File: src/rtl/bpf_serial_rx.sv
// rtl/bpf_serial_rx.sv - Oversampling receiver for the 3-wire band-filter control bus.
module bpf_serial_rx #(
    parameter int         WORD_BITS = 16,
    parameter logic [3:0] ADDR      = 4'hA,
    parameter int         TIMEOUT   = 4096
) (
    input  logic       clock,
    input  logic       reset,
    input  logic       ser_data,
    input  logic       ser_clk,
    input  logic       ser_en,
    output logic [2:0] bpf_sel,
    output logic       vhf_en,
    output logic [7:0] aux,
    output logic       word_valid,
    output logic       frame_err
);

    localparam int CNT_W = $clog2(WORD_BITS + 2);
    localparam int TMO_W = $clog2(TIMEOUT + 1);
    localparam logic [CNT_W-1:0] CNT_FULL = CNT_W'(WORD_BITS);
    localparam logic [CNT_W-1:0] CNT_SAT  = CNT_W'(WORD_BITS + 1);
    localparam logic [TMO_W-1:0] TMO_LAST = TMO_W'(TIMEOUT - 1);

    typedef enum logic [2:0] {
        ST_IDLE,
        ST_SHIFT,
        ST_CHECK,
        ST_ERR,
        ST_WAIT_EN_LOW
    } state_t;

    state_t                 state;
    logic [1:0]             data_sync;
    logic [2:0]             clk_sync;
    logic [2:0]             en_sync;
    logic [WORD_BITS-1:0]   shift_reg;
    logic [CNT_W-1:0]       bit_cnt;
    logic [TMO_W-1:0]       tmo_cnt;

    logic clk_rise;
    logic en_rise;
    logic en_fall;
    logic en_level;
    logic bit_in;

    // Index 1 is the synchronized level, index 2 the previous value for edge detection.
    assign clk_rise = clk_sync[1] & ~clk_sync[2];
    assign en_rise  = en_sync[1] & ~en_sync[2];
    assign en_fall  = ~en_sync[1] & en_sync[2];
    assign en_level = en_sync[1];
    assign bit_in   = data_sync[1];

    always_ff @(posedge clock) begin
        if (reset) begin
            data_sync <= '0;
            clk_sync  <= '0;
            en_sync   <= '0;
        end else begin
            data_sync <= {data_sync[0], ser_data};
            clk_sync  <= {clk_sync[1:0], ser_clk};
            en_sync   <= {en_sync[1:0], ser_en};
        end
    end

    always_ff @(posedge clock) begin
        if (reset) begin
            state      <= ST_IDLE;
            shift_reg  <= '0;
            bit_cnt    <= '0;
            tmo_cnt    <= '0;
            bpf_sel    <= 3'd7;
            vhf_en     <= 1'b0;
            aux        <= 8'h00;
            word_valid <= 1'b0;
            frame_err  <= 1'b0;
        end else begin
            word_valid <= 1'b0;
            frame_err  <= 1'b0;
            case (state)
                ST_IDLE: begin
                    if (en_rise) begin
                        shift_reg <= '0;
                        bit_cnt   <= '0;
                        tmo_cnt   <= '0;
                        state     <= ST_SHIFT;
                    end
                end
                ST_SHIFT: begin
                    // End of frame beats a coincident clock edge; that bit is dropped.
                    if (en_fall) begin
                        state <= ST_CHECK;
                    end else if (clk_rise) begin
                        shift_reg <= {shift_reg[WORD_BITS-2:0], bit_in};
                        if (bit_cnt != CNT_SAT) begin
                            bit_cnt <= bit_cnt + 1'b1;
                        end
                        tmo_cnt <= '0;
                    end else if (tmo_cnt == TMO_LAST) begin
                        state <= ST_ERR;
                    end else begin
                        tmo_cnt <= tmo_cnt + 1'b1;
                    end
                end
                ST_CHECK: begin
                    if (bit_cnt == CNT_FULL && shift_reg[WORD_BITS-1 -: 4] == ADDR) begin
                        aux        <= shift_reg[11:4];
                        vhf_en     <= shift_reg[3];
                        bpf_sel    <= shift_reg[2:0];
                        word_valid <= 1'b1;
                        state      <= ST_IDLE;
                    end else begin
                        state <= ST_ERR;
                    end
                end
                ST_ERR: begin
                    frame_err <= 1'b1;
                    state     <= en_level ? ST_WAIT_EN_LOW : ST_IDLE;
                end
                ST_WAIT_EN_LOW: begin
                    if (!en_level) begin
                        state <= ST_IDLE;
                    end
                end
                default: state <= ST_IDLE;
            endcase
        end
    end

endmodule
File: config.mk
export PLATFORM = sky130hd
export DESIGN_NAME = bpf_serial_rx
export DESIGN_NICKNAME = d
export VERILOG_FILES = /design/src/rtl/bpf_serial_rx.sv
export SDC_FILE = /design/constraint.sdc
export NUM_CORES = 1
export LEC_CHECK = 0
export ABC_AREA = 1
export BUFFER_PORTS_ARGS = -buffer_cell sky130_fd_sc_hd__buf_2
export CORE_ASPECT_RATIO = 1.25
export CORE_UTILIZATION = 40
export CTS_BUF_LIST = sky130_fd_sc_hd__clkbuf_8
export DETAILED_ROUTE_END_ITERATION = 8
export SYNTH_ARGS = -nofsm -noshare
export SYNTH_HDL_FRONTEND = slang
export SYNTH_SLANG_ARGS = --single-unit
File: constraint.sdc
create_clock -name clock -period 1.6 [get_ports clock]
set_clock_uncertainty 0.2 [all_clocks]
set_input_delay 0.32 -clock clock [delete_from_list [all_inputs] [get_ports clock]]
set_output_delay 0.32 -clock clock [all_outputs]
set_load 0.1 [all_outputs]
# Word-level counts from Yosys, hierarchy flattened
# Index checks and enable logic that the tools add are counted.
[word_totals]
output_inout_bits = 14
reg_bits = 59
word_cells = 70
inputBits = 5
[op_classes]
n_eq_ne = 16
n_addsub = 2
n_mux = 24
bitwise = 7
reduce_logical = 9
[op_table]
columns = ["operator", "n"]
rows = [
  ["$mux W13", 4],
  ["$mux W16", 3],
  ["$pmux W16 S2", 1],
  ["$pmux W13 S2", 1],
  ["$mux W5", 4],
  ["$mux W3", 6],
  ["$pmux W3 S5", 1],
  ["$add A13 B1 Y13 const B", 1],
  ["$eq A13 B12 Y1 const B", 1],
  ["$reduce_and A4 Y1", 3],
  ["$ne A2 B2 Y1 const B", 5],
  ["$pmux W5 S2", 1],
  ["$ne A3 B3 Y1 const B", 3],
  ["$eq A3 B2 Y1 const B", 2],
  ["$add A5 B1 Y5 const B", 1],
  ["$eq A5 B5 Y1 const B", 1],
  ["$ne A5 B5 Y1 const B", 1],
  ["$reduce_and A5 Y1", 1],
  ["$eq A4 B4 Y1 const B", 1],
  ["$not A1 Y1", 4],
  ["$and A1 B1 Y1", 3],
  ["$eq A3 B1 Y1 const B", 1],
  ["$eq A3 B3 Y1 const B", 1],
  ["$logic_not A3 Y1", 1],
  ["other kinds (6)", 7],
]

# Logic depth before layout (Yosys ltp)
# Gate-level depths: netlist (run 1).
[depth]
word_depth = 5
depth_mapped = 12
mapped_depth_nobuf = 11

# Worst setup path after synthesis (run 1)
# Ideal clock, no wire load.
[synth_timing]
kind = "register to register"
from = "register tmo_cnt[0]"
to = "register tmo_cnt[0]"
stages_incl_launch_ff = 12
period_less_slack_ns = 1.687
t_arrival_ns = 1.372
path_buffers = 1
setup_time_ns = 0.115
t_required_ns = 1.285
slack_ns = -0.087
cell_sequence = "dfxtp_1 > ha_1 > nand2_1 > nor2_2 > nand2_1 > clkinv_1 > nand3_1 > nand2_1 > nand2_2 > buf_4 > a21oi_1 > nor2_1"
[synth_between]
elab_chain_len = 5
elab_cells_between_ends = 8
classes_between = "add/sub (1); eq/ne (2); mux (4); reduce/logical (1)"
[synth_lines]
columns = ["element", "line_no", "source"]
rows = [
  ["from (decl)", "39", "logic [TMO_W-1:0] tmo_cnt;"],
  ["from (signal assigned)", "102", "tmo_cnt <= tmo_cnt + 1'b1;"],
  ["$add A13 B1 Y13", "102", ""],
  ["$mux W13", "99", "end else if (tmo_cnt == TMO_LAST) begin"],
  ["$mux W13", "93", "end else if (clk_rise) begin"],
  ["$mux W13", "91", "if (en_fall) begin"],
  ["$pmux W13 S2", "80", "case (state)"],
]
# Parallel ways exist; a longest one is shown, timed or not. The select of a mux whose other input is x is not followed.
# A chain may end at the register's enable or synchronous reset.

# Worst setup path after layout (run 1)
[layout_timing]
from = "register bit_cnt[0]"
to = "register aux[6]"
[layout_between]
elab_chain_len = 3
[layout_lines]
columns = ["element", "line_no", "source"]
rows = [
  ["from (decl)", "38", "logic [CNT_W-1:0] bit_cnt;"],
  ["from (signal assigned)", "96", "bit_cnt <= bit_cnt + 1'b1;"],
  ["$eq A5 B5 Y1", "106", "if (bit_cnt == CNT_FULL && shift_reg[WORD_BITS-1 -: 4] == ADDR) begin"],
  ["$logic_and A1 B1 Y1", "106", ""],
  ["$reduce_and A2 Y1 (no source line)", "--", ""],
  ["to (signal assigned)", "107", "aux <= shift_reg[11:4];"],
  ["to (decl)", "14", "output logic [7:0] aux,"],
]
# Every way passes these cells.

==> impl_metrics.toml, run 1 <==
[power_and_ir_drop]
vdd_drop_max_uv = 780.3
comb_power_share_pct = 34.8
p_switching_mw = 1.542
power.leakage_nw = 1.627
switching_share_pct = 33.32
p_total_mw = 4.627
p_int_mw = 3.085
p_per_area_mw_per_mm2 = 1095
seqPwrFrac_pct = 35.4
power_frac_clock_pct = 29.8

[finish]
largest_reg_flops = 16
utilization_pct = 60.93
fillers = 610
stdcell_count = 553
drive_gt1_share_pct = 46.22
diodes = 0
register_area_mm2 = 0.001192
syn_to_final_growth_pct = 47.53
multiInputGateArea_mm2 = 0.001778
nets = 468

[critical_path]
critPathRequiredTime_ns = 1.62
worstPathArrival_ns = 1.71
cp_cell_sequence = "inv_2 > ha_4 > nand2_4 > nor3b_4 > nand3_4 > clkbuf_16 > nand2_4 > a21oi_2"
critPathMaxStageDelay_ns = 0.33
crit_type = "reg2reg"
endpoint_kind = "flip-flop"
crit_fanout = 6
startpoint_type = "flip-flop"
cp_slowest_cell = "dfxtp_2"
cp_common_cell = "nand2_4"

[synth]
async_reset_ff_share_pct = 0
syn_area_mm2 = 0.002864
synth_top_area_cell = "dfxtp_1"
yosys_warnings = 0
ys_seq_area_share_pct = 41.24
synth_cell_types = 35
synth_top_area_share_pct = 41.24
yosys-top-cells-area = "dfxtp_1, nand2_1, nand3_1"
synthCells = 381
synth_edf_count = 0
synth-seq-cells = 59
postSynthAreaPerCell_um2 = 7.517
ys.flop_type = "dfxtp_1"
syn_nets = 390

[place]
dp_hpwl_um = 4238
place_ws_ns = -0.05825
io_buffers = 18
place_congestion = 0.8506
dpl.cell_count = 518

[global_route]
antenna_found_initial = 0
grt_overflow_total = 0
grt_first_pass_wirelength_um = 10770
grt_max_degree = 30
grt_pass1_vias = 2481
grt_util_all_layers_pct = 18.13

[job]
max_cap_violations = 0

[timing]
fin_tns_setup_ns = -1.156
period_share_pct = 105.4
worstMarginPinSlew_ns = 0.4815
relSlewSlack_pct = 68.12
rsz0062_at_grt = "yes"
period_minus_slack_ns = 1.686
final_max_slew_viol_count = 0
hold_viol_final = 0
max_freq_mhz = 593.0
setup_slack_ns = -0.08646
setup_viol_count_final = 32

[routing]
vias_per_cell = 4.969
drc = 0
num_vias = 2748
drt-initial-drc-count = 55
firstDrtPassIters = 6
avgRoutedWirePerCell_um = 12.59
routed_wl_um = 6962
ant_nets = 0

[floorplanning]
num_rows = 34
io_pins = 19
core-area_mm2 = 0.006934
start_util_pct = 41.30
die_h_um = 96.61
die_w_um = 77.69
die-area_mm2 = 0.007505

[cts]
clk_latency_ns = 0.34
clk_path_buf_depth = 2
htreeDepth = 3
cts_tree = "built"
cts.clk_slew.worst_paths_ns = 0.07
cts_root_buf = "clkbuf_8"
cts_sinks = 59
cts_buffers = 9

[outcome]
status = "complete, but fails checks"
violations = "negative setup slack"

[min_path]
hp-class = "reg2reg"
[timing repair]
| action | in CTS | in global routing |
|---|---|---|
| resized for setup | 29 | 100 |
| setup buffers | 3 | 7 |
| endpoints found under the hold margin | 4 | 0 |
| setup endpoints to repair | 30 | 50 |
| pin swaps | 5 | 30 |
| hold buffers | 4 | 0 |
| gates cloned | 2 | 4 |
[kinds of logic after synthesis]
kind of cell / synth area share, %
DFF: 41.24
buffers and inverters: 8.868
xor gates and xnor gates: 0.9176
adders and majority gates: 1.748
AOI/OAI and AO/OA: 11.75
and+or+nand+nor: 35.47
[routing by layer]
| metal | global-route usage [%] | part of all wire (%) | up-vias | routed length [um] |
|---|---|---|---|---|
| met5 | 0 | 0 | - | 0 |
| met4 | 9.144 | 2.0 | 0 | 136 |
| met3 | 3.962 | 2.9 | 13 | 199 |
| met2 | 31.45 | 53 | 42 | 3720 |
| met1 | 20.60 | 42 | 1293 | 2904 |
| li1 | - | - | 1400 | - |
[cell usage after synthesis (5+ instances only)]
library cell	count
inv_1	26
inv_2	6
nor2_1	35
nand2_1	96
a21oi_1	35
dfxtp_1	59
clkbuf_1	5
nand3_2	11
nand3_1	45
a21oi_2	10
[final cells by class]
class | count | share of cell area [%]
clock inverter | 4 | 1.184
sequential | 59 | 28.22
clock buffer | 11 | 3.583
timing repair inverter | 2 | 0.3850
timing repair buffer | 82 | 18.09
tap | 90 | 2.665
inverter | 34 | 3.790
multi-input combinational | 271 | 42.08
[worst max-delay path, delay by kind of cell (launching register included)]
kind | cells | cell delay [ns]
buf+inv | 2 | 0.30
fa+ha+maj | 1 | 0.14
simple gates | 4 | 0.54
compound gates | 1 | 0.05
flops | 1 | 0.33
[cells in the final DEF (no fill, tap or decap), types with 5 or more instances in the layout]
cell type  synthesis  routed
a21oi_1           35      17
a21oi_2           10      28
buf_12             1       6
buf_2              2       5
buf_4              3      54
buf_6              4       9
clkbuf_8           0      11
dfxtp_1           59      52
dfxtp_2            0       6
inv_1             26      22
nand2_1           96      64
nand2_2            2      17
nand2_4            0      17
nand3_1           45      40
nand3_2           11      15
nor2_1            35      32
[per-stage QoR]
| step | instance area [um^2] | hold slack, ns |
|---|---|---|
| 4_1_cts | 3766 | 0.2036 |
| 5_1_grt | 4225 | 0.2357 |
| 3_5_place_dp | 3405 | 0.1942 |
| 2_1_floorplan | 2909 | 0.1883 |
| 3_3_place_gp | 3405 | 0.1903 |
| 6_report | 4225 | 0.2010 |
[power by group through the flow]
stage | Sequential [mW] | Combinational [mW] | Clock (mW)
finish | 1.64 | 1.61 | 1.38
global route | 1.64 | 1.76 | 1.48
CTS | 1.62 | 1.30 | 1.42
detailed placement | 1.65 | 1.15 | 0
global placement | 1.65 | 1.14 | 0
floorplan | 1.66 | 0.824 | 0
[worst paths after layout]
path / start / endpoint / slack, ns / cells past startpoint
worst max-delay path: bit_cnt[0] / aux[6] / -0.09 / 8
worst min-delay path: en_sync[0] / en_sync[1] / 0.20 / 2
worst max register to register: bit_cnt[0] / aux[6] / -0.09 / 8
worst min register to register: en_sync[0] / en_sync[1] / 0.20 / 2
No activity file was read; power rests on OpenSTA's default activity.
==> run 2, diff against run 1 <==
==> constraint.sdc (replaced) <==
create_clock -name clock -period 1.72 [get_ports clock]
set_clock_uncertainty 0.2 [all_clocks]
set_input_delay 0.344 -clock clock [delete_from_list [all_inputs] [get_ports clock]]
set_output_delay 0.344 -clock clock [all_outputs]
set_load 0.1 [all_outputs]
==> run 2 against run 1 <==
Net effect: the run now ends clean; first-iteration DRC count down 1.8%; sequential power down 7%; sequential cell count unchanged; count of clock-buffer cells in the layout unchanged; global-route usage up 0.10 points; critical path type unchanged; largest power group unchanged; highest routed layer unchanged.
==> impl_metrics.toml, run 2 (synthesis gave the netlist of run 1 again) <==
[routing]
drc = 0
firstDrtPassIters = 5
wl_met2_um = 3499
routed_wl_um = 6640
vias_per_cell = 4.887
avgRoutedWirePerCell_um = 12.27
ant_nets = 0
dr_wl_met3_um = 194
num_vias = 2644
drt-met1-wl_um = 2801
dr.max_layer_used = "met4"
drt-initial-drc-count = 54

[timing]
period_share_pct = 98.99
final_max_slew_viol_count = 0
worstMarginPinSlew_ns = 0.5280
max_freq_mhz = 587.3
period_minus_slack_ns = 1.703
rsz0062_at_grt = "yes"
setup_viol_count_final = 0
fin_hold_ws_ns = 0.2005
relSlewSlack_pct = 64.76
hold_viol_final = 0

[floorplanning]
die_h_um = 96.61
start_util_pct = 41.30
io_pins = 19
die-area_mm2 = 0.007505
core-area_mm2 = 0.006934
die_w_um = 77.69
num_rows = 34

[power_and_ir_drop]
p_switching_mw = 1.342
power_frac_clock_pct = 28.8
comb_power_share_pct = 32.7
power.leakage_nw = 1.478
p_per_area_mw_per_mm2 = 1042
vdd_drop_max_uv = 724.3
seqPwrFrac_pct = 38.5
switching_share_pct = 34.06
p_int_mw = 2.598

[finish]
register_area_mm2 = 0.001189
multiInputGateArea_mm2 = 0.001609
largest_reg_flops = 16
drive_gt1_share_pct = 37.25
layout_commonest_cell = "nand2_1"
design_area_mm2 = 0.003780
mostFrequentLayoutCells = "nand2_1, dfxtp_1, buf_4"
syn_to_final_growth_pct = 31.98
nets = 456
fillers = 662
diodes = 0

[cts]
cts_buffers = 9
cts.clk_slew.worst_paths_ns = 0.07
htreeDepth = 3
clk_path_buf_depth = 2
clk_latency_ns = 0.33
cts_root_buf = "clkbuf_8"
cts_tree = "built"
cts_sinks = 59

[global_route]
grt_pass1_vias = 2596
grt_first_pass_wirelength_um = 10870
antenna_found_initial = 0
grt_util_all_layers_pct = 18.24
grt_overflow_total = 0
grt_max_degree = 27

[critical_path]
crit_fanout = 2
rr_endpoint = "state[1]"
endpoint_kind = "flip-flop"
startpoint_type = "flip-flop"
regToRegSetupSlack_ns = 0.02
worstPathArrival_ns = 1.76
crit_end = "state[1]"
ff2ff_path_depth = 11
cp-startpoint = "tmo_cnt[1]"
crit_type = "reg2reg"
crit-reg2reg-launch = "tmo_cnt[1]"
critPathRequiredTime_ns = 1.77

[place]
dp_hpwl_um = 4326
place_congestion = 0.8903
place_area_mm2 = 0.003258
io_buffers = 18

[min_path]
hp-class = "reg2reg"

[outcome]
status = "finished clean"

[job]
max_cap_violations = 0
-- run 2: critical path, stage by stage (launching register included) --
cell	delay (ns)
dfxtp_2	0.35
ha_4	0.15
nand2_4	0.06
nor2_4	0.11
nand2_2	0.08
inv_2	0.07
nand3_4	0.08
buf_4	0.15
buf_4	0.12
nand2_2	0.05
nand3_1	0.07
nor3_1	0.13
-- run 2: how the worst min path moves through the flow --
stage,startpoint,endpoint,cells after the start
2_1_floorplan,clk_sync[0],clk_sync[1],2
3_3_place_gp,clk_sync[0],clk_sync[1],2
3_5_place_dp,clk_sync[0],clk_sync[1],2
4_1_cts,ser_data,data_sync[0],3
5_1_grt,clk_sync[0],clk_sync[1],2
6_report,clk_sync[0],clk_sync[1],2
-- run 2: power groups by stage --
stage / sequential (mW) / combinational [mW] / clock [mW]
4_1_cts: 1.51 / 1.14 / 1.17
3_3_place_gp: 1.52 / 1.02 / 0
2_1_floorplan: 1.53 / 0.749 / 0
6_report: 1.52 / 1.29 / 1.14
5_1_grt: 1.52 / 1.42 / 1.23
3_5_place_dp: 1.53 / 1.04 / 0
-- run 2: per-stage QoR --
| stage | cells | total power [mW] | worst slack [ns] | utilization, % | TNS [ns] |
|---|---|---|---|---|---|
| final | 541 | 3.940 | 0.01732 | 54.51 | 0 |
| after detailed placement | 514 | 2.570 | -0.1057 | 46.99 | -0.9477 |
| after global routing | 541 | 4.178 | -0.09526 | 54.51 | -1.030 |
| after floorplan | 381 | 2.281 | 0.03346 | - | 0 |
| after global placement | 514 | 2.549 | -0.08284 | 46.99 | -0.5626 |
| after CTS | 537 | 3.822 | -0.007502 | 51.30 | -0.007671 |
-- run 2: layout make-up --
type | instances | share of cell area, %
clock buffers | 11 | 4.005
flip-flops and latches | 59 | 31.45
repair buffers | 72 | 14.60
inverters | 34 | 3.707
well taps | 90 | 2.979
clock inverters | 4 | 0.6951
multi-input cells | 271 | 42.57
-- run 2: routing by layer --
layer  vias up  global-route usage (%)
met5         -                       0
met4         0                   9.144
met3        12                   4.623
met2        42                   32.13
met1      1231                   19.91
li1       1359                       -
-- run 2: what timing repair did --
| action | in CTS | in global routing |
|---|---|---|
| hold endpoints to repair | 2 | 1 |
| cloned | 0 | 1 |
| setup buffers | 6 | 2 |
| hold buffers | 2 | 1 |
| setup endpoints to repair | 13 | 40 |
| pin swaps | 5 | 13 |
| resized for setup | 12 | 51 |
==> run 3, diff against run 2 <==
--- a/config.mk
+++ b/config.mk
@@ -10,6 +10,7 @@
 export CORE_ASPECT_RATIO = 1.25
 export CORE_UTILIZATION = 40
 export CTS_BUF_LIST = sky130_fd_sc_hd__clkbuf_8
+export CTS_CLUSTER_DIAMETER = 120
 export DETAILED_ROUTE_END_ITERATION = 8
 export SYNTH_ARGS = -nofsm -noshare
 export SYNTH_HDL_FRONTEND = slang
==> constraint.sdc (replaced) <==
create_clock -name clock -period 1.8 [get_ports clock]
set_clock_uncertainty 0.2 [all_clocks]
set_input_delay 0.36 -clock clock [delete_from_list [all_inputs] [get_ports clock]]
set_output_delay 0.36 -clock clock [all_outputs]
set_load 0.1 [all_outputs]
==> run 3 against run 2 <==
Net effect: sequential cell count unchanged; largest cell class unchanged; via count is 3.1% lower; sequential power shrank 4%; wire length down 5.9%; power decreased by 6.7%; fmax fell by 3.0%; critical path type unchanged; highest routed layer unchanged; cell count down 3.9%; clock power is essentially flat; register-to-register slack better by 0.03 ns.
==> impl_metrics.toml, run 3 (synthesis gave the netlist of run 1 again) <==
[routing]
drc = 0
num_vias = 2561
ant_nets = 0
firstDrtPassIters = 4
avgRoutedWirePerCell_um = 12.02
vias_per_cell = 4.925
drt-initial-drc-count = 68
routed_wl_um = 6249

[critical_path]
crit_fanout = 7
critPathRequiredTime_ns = 1.82
startpoint_type = "flip-flop"
regToRegSetupSlack_ns = 0.04
endpoint_kind = "flip-flop"
crit-reg2reg-launch = "tmo_cnt[1]"
rr_endpoint = "tmo_cnt[1]"
crit_type = "reg2reg"
ff2ff_path_depth = 11
worstPathArrival_ns = 1.78

[floorplanning]
start_util_pct = 41.30
die-area_mm2 = 0.007505
die_h_um = 96.61
core-area_mm2 = 0.006934
num_rows = 34
io_pins = 19
die_w_um = 77.69

[global_route]
grt_overflow_total = 0
antenna_found_initial = 0
grt_first_pass_wirelength_um = 10810
grt_util_all_layers_pct = 18.13
grt_pass1_vias = 2490
grt_max_degree = 30

[place]
dp_hpwl_um = 4171
place_area_mm2 = 0.003151
io_buffers = 18
place_congestion = 0.9304

[timing]
max_freq_mhz = 569.4
period_minus_slack_ns = 1.756
fin_tns_setup_ns = 0
fin_hold_ws_ns = 0.02208
final_max_slew_viol_count = 0
period_share_pct = 97.57
relSlewSlack_pct = 65.18
setup_viol_count_final = 0
hold_viol_final = 0
rsz0062_at_grt = "yes"
worstMarginPinSlew_ns = 0.5217

[min_path]
hp-class = "in2reg"
hold_depth = 3
hold_start = "ser_en"
holdPathEnd = "en_sync[0]"

[finish]
drive_gt1_share_pct = 30.93
largest_reg_flops = 16
nets = 434
fillers = 692
utilization_pct = 50.83
syn_to_final_growth_pct = 23.07
layout_commonest_cell = "nand2_1"
design_area_mm2 = 0.003525
mostFrequentLayoutCells = "nand2_1, dfxtp_1, nand3_1"
diodes = 0

[cts]
cts_tree = "built"
cts_sinks = 59
cts.clk_slew.worst_paths_ns = 0.07
clk_latency_ns = 0.34
cts_buffers = 9
hold_buffers = 0
htreeDepth = 3
cts_root_buf = "clkbuf_8"
clk_path_buf_depth = 2

[power_and_ir_drop]
p_per_area_mw_per_mm2 = 1043
power.leakage_nw = 1.373
vdd_drop_max_uv = 604.2

[job]
max_cap_violations = 0

[outcome]
status = "finished clean"
run 3: cell count changes in the layout (fill, tap and decap cells not counted), sizes merged:
| cell | previous run | this run |
|---|---|---|
| buf | 68 | 49 |
| dlygate4sd3 | 3 | 0 |
| clkbuf | 12 | 10 |
| clkinv | 4 | 2 |
| clkinvlp | 1 | 3 |
| inv | 33 | 35 |
| bufinv | 0 | 1 |
run 3: where the power goes:
part           switching [mW]  internal [mW]
Sequential             0.0723           1.39
Clock                   0.536          0.633
Combinational           0.626          0.422
run 3: how the worst max path moves through the flow:
stage                     from  depth (start not counted)  slack [ns]          to
finish              tmo_cnt[1]                         11        0.04  tmo_cnt[1]
global route        tmo_cnt[1]                         11       -0.09  tmo_cnt[1]
detailed placement  tmo_cnt[1]                         11        0.01  tmo_cnt[6]
floorplan           tmo_cnt[0]                         11        0.11  tmo_cnt[0]
global placement    tmo_cnt[1]                         11        0.05  tmo_cnt[8]
CTS                 tmo_cnt[1]                         11        0.01  tmo_cnt[6]
run 3: final cells by class:
| cell class | instances | area, um^2 | area share [%] |
|---|---|---|---|
| tap | 90 | 112.6 | 3.195 |
| inverter | 34 | 135.1 | 3.834 |
| multi-input combinational | 271 | 1523 | 43.20 |
| sequential | 59 | 1189 | 33.72 |
| clock buffer | 9 | 123.9 | 3.514 |
| clock inverter | 7 | 70.07 | 1.988 |
| timing repair buffer | 50 | 371.6 | 10.54 |
run 3: worst max-delay path, stage by stage, from the launching register on:
cell       delay (ns)
dfxtp_4          0.36
ha_4             0.14
nand2_4          0.06
nor2_4           0.12
nand2_2          0.07
inv_2            0.06
nand3_2          0.07
nand2_2          0.10
nand2_4          0.10
clkbuf_16        0.18
a21oi_1          0.14
nor2_1           0.06
run 3: repair_timing:
item	in CTS	in global routing
cloned	0	1
endpoints found under the setup margin	1	31
resized for setup	1	33
buffers inserted	0	5
hold endpoints to repair	0	0
pin swaps	0	9
run 3: metrics by stage:
step / instances / power, mW / setup WS, ns
5_1_grt: 520 / 3.909 / -0.08807
4_1_cts: 514 / 3.553 / 0.009673
6_report: 520 / 3.675 / 0.04383
3_3_place_gp: 498 / 2.354 / 0.04692
3_5_place_dp: 498 / 2.366 / 0.01077
2_1_floorplan: 381 / 2.180 / 0.1135
run 3: metal layers:
layer | up-vias | track usage [%] | wire [um]
met4 | 0 | 9.579 | 130
met3 | 11 | 4.245 | 133
met2 | 42 | 31.25 | 3152
li1 | 1317 | - | -
met1 | 1191 | 20.42 | 2834
met5 | - | 0 | 0
